[src/rtl/cpu_seq_ctrl.sv]
// Multi-phase instruction sequencer. Owns the PC and the instruction register, runs the IMEM
// fetch handshake, strobes decode, gates register-file writes and resolves conditional branches.
module cpu_seq_ctrl #(
  parameter int              PC_W         = 32,
  parameter logic [PC_W-1:0] RESET_PC     = '0,
  parameter int              IMEM_TIMEOUT = 15
) (
  input  logic            clk,
  input  logic            rst,
  input  logic            run,
  output logic            imem_req,
  input  logic            imem_rdy,
  input  logic [31:0]     imem_data,
  output logic [PC_W-1:0] pc,
  output logic [31:0]     instr,
  output logic            dec_en,
  input  logic            allow_wr,
  input  logic [12:0]     jmp_addr,
  input  logic            br_taken,
  output logic            rf_we,
  output logic            halted,
  output logic [1:0]      fault,
  output logic [2:0]      state
);
  typedef enum logic [2:0] {
    IDLE   = 3'd0,
    FETCH  = 3'd1,
    DECODE = 3'd2,
    EXEC   = 3'd3,
    WB     = 3'd4,
    HALT   = 3'd5
  } state_t;

  localparam logic [6:0] OP_ALU     = 7'b0110011;
  localparam logic [6:0] OP_ALU_I   = 7'b0010011;
  localparam logic [6:0] OP_COND_BR = 7'b1100011;

  localparam logic [1:0] FLT_NONE     = 2'b00;
  localparam logic [1:0] FLT_ILLEGAL  = 2'b01;
  localparam logic [1:0] FLT_TIMEOUT  = 2'b10;
  localparam logic [1:0] FLT_MISALIGN = 2'b11;

  localparam int             CNT_W    = $clog2(IMEM_TIMEOUT + 1);
  localparam logic [CNT_W-1:0] CNT_LAST = CNT_W'(IMEM_TIMEOUT - 1);

  state_t            cur_state;
  state_t            state_next;
  logic [PC_W-1:0]   pc_next;
  logic [1:0]        fault_next;
  logic [CNT_W-1:0]  cnt;
  logic [CNT_W-1:0]  cnt_next;

  logic [6:0]        opcode;
  logic              is_alu;
  logic              is_br;
  logic              is_legal;
  logic [12:0]       jmp_even;
  logic [PC_W-1:0]   br_offset;
  logic [PC_W-1:0]   br_target;

  assign state     = cur_state;
  assign opcode    = instr[6:0];
  assign is_alu    = (opcode == OP_ALU) || (opcode == OP_ALU_I);
  assign is_br     = (opcode == OP_COND_BR);
  assign is_legal  = is_alu || is_br;

  // Branch offsets are halfword-granular: bit 0 is dropped before sign extension.
  assign jmp_even  = jmp_addr & 13'h1FFE;
  assign br_offset = {{(PC_W-13){jmp_even[12]}}, jmp_even};
  assign br_target = pc + br_offset;

  always_comb begin
    state_next = cur_state;
    pc_next    = pc;
    fault_next = fault;
    cnt_next   = cnt;
    case (cur_state)
      IDLE: begin
        if (run) state_next = FETCH;
      end
      FETCH: begin
        if (imem_rdy) begin
          state_next = DECODE;
          cnt_next   = '0;
        end else if (cnt == CNT_LAST) begin
          state_next = HALT;
          fault_next = FLT_TIMEOUT;
        end else begin
          cnt_next = cnt + 1'b1;
        end
      end
      DECODE: begin
        if (is_legal) begin
          state_next = EXEC;
        end else begin
          state_next = HALT;
          fault_next = FLT_ILLEGAL;
        end
      end
      EXEC: state_next = WB;
      WB: begin
        if (is_br && br_taken && br_target[1]) begin
          state_next = HALT;
          fault_next = FLT_MISALIGN;
        end else begin
          pc_next    = (is_br && br_taken) ? br_target : pc + PC_W'(4);
          state_next = run ? FETCH : IDLE;
        end
      end
      HALT: state_next = HALT;
      default: begin
        // Unreachable encodings are treated as a corrupted opcode path.
        state_next = HALT;
        fault_next = FLT_ILLEGAL;
      end
    endcase
  end

  // Strobes are registered from the next state so no input reaches them combinationally.
  always_ff @(posedge clk or posedge rst) begin
    if (rst) begin
      cur_state <= IDLE;
      pc        <= RESET_PC;
      instr     <= '0;
      fault     <= FLT_NONE;
      cnt       <= '0;
      imem_req  <= 1'b0;
      dec_en    <= 1'b0;
      rf_we     <= 1'b0;
      halted    <= 1'b0;
    end else begin
      cur_state <= state_next;
      pc        <= pc_next;
      fault     <= fault_next;
      cnt       <= cnt_next;
      if (cur_state == FETCH && imem_rdy) instr <= imem_data;
      imem_req  <= (state_next == FETCH);
      dec_en    <= (state_next == DECODE);
      rf_we     <= (state_next == WB) && is_alu && allow_wr;
      halted    <= (state_next == HALT);
    end
  end
endmodule

[config.mk]
export PLATFORM = sky130hd
export DESIGN_NAME = cpu_seq_ctrl
export DESIGN_NICKNAME = d
export VERILOG_FILES = /design/src/rtl/cpu_seq_ctrl.sv
export SDC_FILE = /design/constraint.sdc
export NUM_CORES = 1
export LEC_CHECK = 0
export ABC_AREA = 1
export BUFFER_PORTS_ARGS = -buffer_cell sky130_fd_sc_hd__buf_2
export CORE_MARGIN = 3
export CORE_UTILIZATION = 55
export DETAILED_ROUTE_END_ITERATION = 6
export GPL_ROUTABILITY_DRIVEN = 0
export PLACE_DENSITY = 0.8
export SYNTH_ARGS = -nofsm -noshare
export SYNTH_HDL_FRONTEND = slang
export SYNTH_SLANG_ARGS = --single-unit
[constraint.sdc]
create_clock -name clk -period 6.55 [get_ports clk]
set_clock_uncertainty 0.05 [all_clocks]
set_input_delay 0.655 -clock clk [delete_from_list [all_inputs] [get_ports clk]]
set_output_delay 0.655 -clock clk [all_outputs]
set_load 0.01 [all_outputs]
# ---- After elaboration in Yosys (flattened, before gate mapping)
# Cells that the tools add are included.
# Widths: inputs -> output; s select.
dict set report word_totals {
  reg_bits 77
  out_inout_bits 73
}
dict set report op_classes {
  n_addsub 3
  eq_ne 18
  muxes 15
  n_bitwise 2
  reduce_logical 12
}
# op count
set op_table {}
lappend op_table {{$add 32x3->32 const B} 1}
lappend op_table {{$add 32x32->32} 1}
lappend op_table {{$mux 32} 1}
lappend op_table {{$mux 3} 5}
lappend op_table {{$pmux 3 s5} 1}
lappend op_table {{$eq 3x3->1 const B} 4}
lappend op_table {{$ne 2x2->1 const B} 5}
lappend op_table {{$eq 3x2->1 const B} 3}
lappend op_table {{$mux 2} 4}
lappend op_table {{$mux 4} 2}
lappend op_table {{$pmux 2 s4} 1}
lappend op_table {{$eq 7x5->1 const B} 1}
lappend op_table {{$eq 7x6->1 const B} 1}
lappend op_table {{$eq 7x7->1 const B} 1}
lappend op_table {{$eq 3x1->1 const B} 2}
lappend op_table {{$logic_and 1x1->1} 5}
lappend op_table {{$reduce_and 5->1} 1}
lappend op_table {{$add 4x1->4 const B} 1}
lappend op_table {{$eq 4x4->1 const B} 1}
lappend op_table {{$reduce_and 2->1} 2}
lappend op_table {{$logic_not 3->1} 1}
lappend op_table {{$reduce_or 3->1} 1}
lappend op_table {{$logic_or 1x1->1} 2}
lappend op_table {{$not 1->1} 2}
lappend op_table {{$mux 1} 1}

# ---- Longest topological paths before layout
dict set report logic_depth {
  ltp_word 8
  mapped_depth 15
}

# ---- Worst setup path before layout
# Ideal clock, no wire load.
dict set report synth_timing {
  path_kind {input port to flip-flop}
  from {input port jmp_addr[1]}
  to {register pc[29]}
  arrival_ns 2.029
  t_required_ns 6.383
  path_slack_ns 4.355
  cell_stages 15
  path_buffers 0
  path_cell_list {ha_1 inv_1 fa_1 inv_1 nand3_1 nand3_1 nand2_1 nand3_1 nand2_1 nand2_1 nand2_1 nand3_1 nand2_1 nand2_1 nand2_1}
}
dict set report synth_via {
  elab_chain_len 4
  elab_cells_between_ends 5
  classes_between {add/sub: 1; mux: 1; bitwise: 1; reduce/logical: 2}
}
# element line
set synth_rtl {}
lappend synth_rtl {{start, declared} 18} ;# input logic [12:0] jmp_addr,
lappend synth_rtl {{$add 32x32->32 (*)} 70} ;# assign br_target = pc + br_offset;
lappend synth_rtl {{$logic_and 1x1->1} 102} ;# if (is_br && br_taken && br_target[1]) begin
lappend synth_rtl {{$not 1->1 (no line)} -}
lappend synth_rtl {{$reduce_and 2->1 (no line)} -}
lappend synth_rtl {{end signal, assigned} 133} ;# pc <= pc_next;
lappend synth_rtl {{end, declared} 14} ;# output logic [PC_W-1:0] pc,
# Every way passes the cells marked *; elsewhere a longest branch is shown, timed or not.
# A chain may end at the register's enable or synchronous reset.

# ---- Worst setup path in the final report
dict set report layout_timing {
  from {register instr[3]}
  to {register pc[13]}
}
dict set report layout_via {
  elab_chain_len 5
  elab_cells_between_ends 6
  classes_between {eq/ne: 1; mux: 1; bitwise: 1; reduce/logical: 3}
}
# element line
set layout_rtl {}
lappend layout_rtl {{start, declared} 15} ;# output logic [31:0] instr,
lappend layout_rtl {{start signal, assigned} 136} ;# if (cur_state == FETCH && imem_rdy) instr <= imem_data;
lappend layout_rtl {{$eq 7x7->1 (*)} 64} ;# assign is_br = (opcode == OP_COND_BR);
lappend layout_rtl {{$logic_and 1x1->1 (*)} {102, 106}}
lappend layout_rtl {{$logic_and 1x1->1} 102}
lappend layout_rtl {{$not 1->1 (no line)} -}
lappend layout_rtl {{$reduce_and 2->1 (no line)} -}
# Marked as above.

==> summary.txt <==
Floorplan
  • Rows: 38
  • Die height: 114 µm
  • Die area: 0.0129 mm²
  • IO Count: between 100 and 150
  • Initial Util: ~57%
  • Die width: roughly 110 µm
  • Core box area: about 0.011 mm²

Timing
  • Final hold vios: 0
  • Crit share post-route: between 50% and 60%
  • Worst Max-Slew Pin Slew: 937 ps
  • Fin worst setup slack: 2970 ps
  • Achievable frequency: about 280 MHz
  • Fin Setup TNS: 0 ps
  • Headroom to the max-slew limit: 37.5%
  • Worst hold slack: around 420 ps
  • Final min period: about 3600 ps
  • # setup viols final: 0
  • Unrepaired setup endpoints after global routing: false
  • Slew Limit Fails: 0

Detailed routing
  • Drc violations: 0
  • Pre-antenna DRT Iters: 5
  • Via count: 6803
  • Via/cell ratio: between 5 and 6
  • Iteration-0 DRC Markers: 537
  • DRT antenna net count: 0
  • DR WL/cell: 14.1 µm
  • Post-Route WL: approximately 18000 µm

Final layout
  • Antenna Cells: 0
  • Reg area: between 0.0015 and 0.002 mm²
  • Final design instance area without fill: approximately 0.0074 mm²
  • Multi-input logic area: 0.00378 mm²
  • Area added between synthesis and finish: 16.0%
  • Util after Layout: 66.6%
  • Final net count: roughly 1200
  • # fillers: 1063
  • Cell Count, Final, Fillers Out: about 1300
  • Fraction of layout instances using a drive strength above 1: 15.1%

Hold path
  • Worst Hold End: cnt[3]$_DFFE_PP0P_
  • HP Start: cnt[3]$_DFFE_PP0P_
  • WHS Path Cells: 1
  • Worst Hold Class: register to register

Pwr
  • Tot Pwr: around 1.1 mW
  • Leak Pwr: 4.14 nW
  • Power density over the cells: around 160 mW/mm²
  • Max VDD drop: just over 0.2 mV

Yosys
  • EDFF count, synth: 0
  • Cell variety after synth: 40
  • Synth warn: 0
  • Syn_area_per_cell: 6.25 µm²
  • Post-synthesis async set-or-reset flop share: between 90% and 100%
  • Syn Nets: around 1100
  • Number of synthesized register bits: between 70 and 80
  • Mapped Cells: slightly above 1000
  • Seq/Total Area, Yosys: between 20% and 30%
  • Cell Area, Synth: between 0.006 and 0.007 mm²
  • Post-synth top flop: dfrtp_1

Global route
  • Met1 GRT Util: between 30% and 40%
  • M2 GR Usage: 46.0%
  • GRT busiest layer: met2
  • Vias in the first global route: between 6000 and 7000
  • GRT overflow: 0
  • Initial antenna violation count: 0
  • First-pass GRT wire length: just under 30000 µm
  • Met3 GRT Util: around 4.0%
  • Gr usage total: 28.4%
  • Pin count of the biggest net entering global routing: between 70 and 80

Setup path
  • Crit-path max FO: 39
  • R2R Path End: pc[13]$_DFFE_PP0P_
  • Reg2reg path depth: 10
  • Crit. End Element: register
  • Reg2reg start: instr[3]$_DFFE_PP0P_
  • Kind of critical path: register to register
  • WP data arrival: roughly 3800 ps
  • Critical path launch point type: register
  • Worst Path Required: about 6800 ps
  • R2R Setup Slk: 2970 ps

Clock tree
  • Worst-Skew Late Latency: 340 ps
  • Setup Buffers After CTS: 0
  • H-tree depth: 3
  • CTS Root Cell: clkbuf_16
  • CTS tree: done
  • Worst-path clk slew: around 60 ps
  • Post-CTS sizing: 0
  • Clock Sinks: 76
  • TritonCTS Buffers: 9
  • CTS Buffer Depth: 2
  • CTS Hold Bufs: 0

Placement
  • Setup WS pre-CTS: ~2900 ps
  • Port Buffers: approximately 120
  • Hpwl dp: ~14000 µm
  • Post-Place Cells: approximately 1300
  • Placed cell areas: 0.00705 mm²

Run status
  • Outcome: complete, no violations

Flow run
  • Max-cap violations: 0
[layout make-up]
| class | instances | area share, % |
|---|---|---|
| Inverter | 152 | 7.77 |
| Clock buffer | 10 | 3.24 |
| Timing Repair Buffer | 123 | 8.41 |
| Sequential cell | 76 | 25.8 |
| Tap cell | 140 | 2.37 |
| Multi-Input combinational cell | 770 | 51.2 |
| Clock inverter | 6 | 1.19 |
[worst max-delay path, cell delays in order, from the launching register on]
cell	delay (ps)
dfrtp_1	370
nor2_1	60
nand3_1	90
nor2_1	60
nand2_2	590
clkinv_2	650
nand2_2	230
nand2_2	380
inv_2	580
o21ai_0	190
a22oi_1	210
[worst max-delay path by stage]
stage	from	to	slack (ps)	cells past startpoint
after floorplan	rst	cnt[0]$_DFFE_PP0P_	3910	1
after global placement	br_taken	pc[13]$_DFFE_PP0P_	2910	8
after detailed placement	br_taken	pc[13]$_DFFE_PP0P_	2860	8
after CTS	instr[0]$_DFFE_PP0P_	pc[13]$_DFFE_PP0P_	3040	9
after global routing	instr[4]$_DFFE_PP0P_	pc[13]$_DFFE_PP0P_	2710	10
final	instr[3]$_DFFE_PP0P_	pc[13]$_DFFE_PP0P_	2970	10
[power by group]
part | internal, mW | switching (mW)
clock | 0.343 | 0.195
combinational | 0.0446 | 0.0782
sequential | 0.480 | 0.00625
[state kept, by name (all words and copies together) (netlist names)]
name      flops
cnt           4
dec_en        1
fault         2
halted        1
imem_req      1
instr        32
pc           31
rf_we         1
state         3
[cell usage after synthesis (6+ instances only)]
| library cell | count | area (µm²) |
|---|---|---|
| nand2_1 | 381 | 1430 |
| inv_1 | 148 | 556 |
| nor2_1 | 88 | 330 |
| dfrtp_1 | 76 | 1900 |
| nand3_1 | 65 | 325 |
| a21oi_1 | 62 | 310 |
| ha_1 | 33 | 413 |
| o21ai_0 | 26 | 130 |
| nor3_1 | 16 | 80.1 |
| nand4_1 | 14 | 87.6 |
| xor2_1 | 13 | 114 |
| nand3b_1 | 11 | 82.6 |
| buf_2 | 8 | 40.0 |
| nor2_2 | 8 | 50.1 |
| nand2_2 | 7 | 43.8 |
| clkbuf_1 | 6 | 22.5 |
| o21bai_1 | 6 | 45.0 |
[cell usage in the layout, fill, tap and decap left out, drive strengths merged, types with 2 or more instances in the layout]
cell / count
a21oi: 62
a22oi: 4
a31oi: 4
and2: 2
buf: 123
bufinv: 2
clkbuf: 10
clkinv: 3
clkinvlp: 3
dfrtp: 76
ha: 33
inv: 150
nand2: 389
nand3: 67
nand3b: 11
nand4: 14
nor2: 98
nor3: 20
nor3b: 2
o211ai: 2
o21ai: 30
o21bai: 6
or2: 3
xnor2: 3
xor2: 13
[cells by family (layout without fill, tap and decap cells)]
logic type	Yosys count	in the layout	share of synthesized area, %
AND/OR/NAND/NOR	607	607	40.5
buffers and inverters	171	291	10.7
AO/OA/AOI/OAI	112	112	9.84
flip-flops	76	76	29.9
adder cells (fa/ha/maj)	34	34	6.81
XOR/XNOR	16	16	2.20
other	1	1	0.0590
[per-layer routing]
metal	wire, µm	vias to the layer above
li1	-	3443
met1	7880	3043
met2	8180	286
met3	1490	31
met4	410	0
met5	0	-
Note: power is estimated with default switching activity, not from simulation.
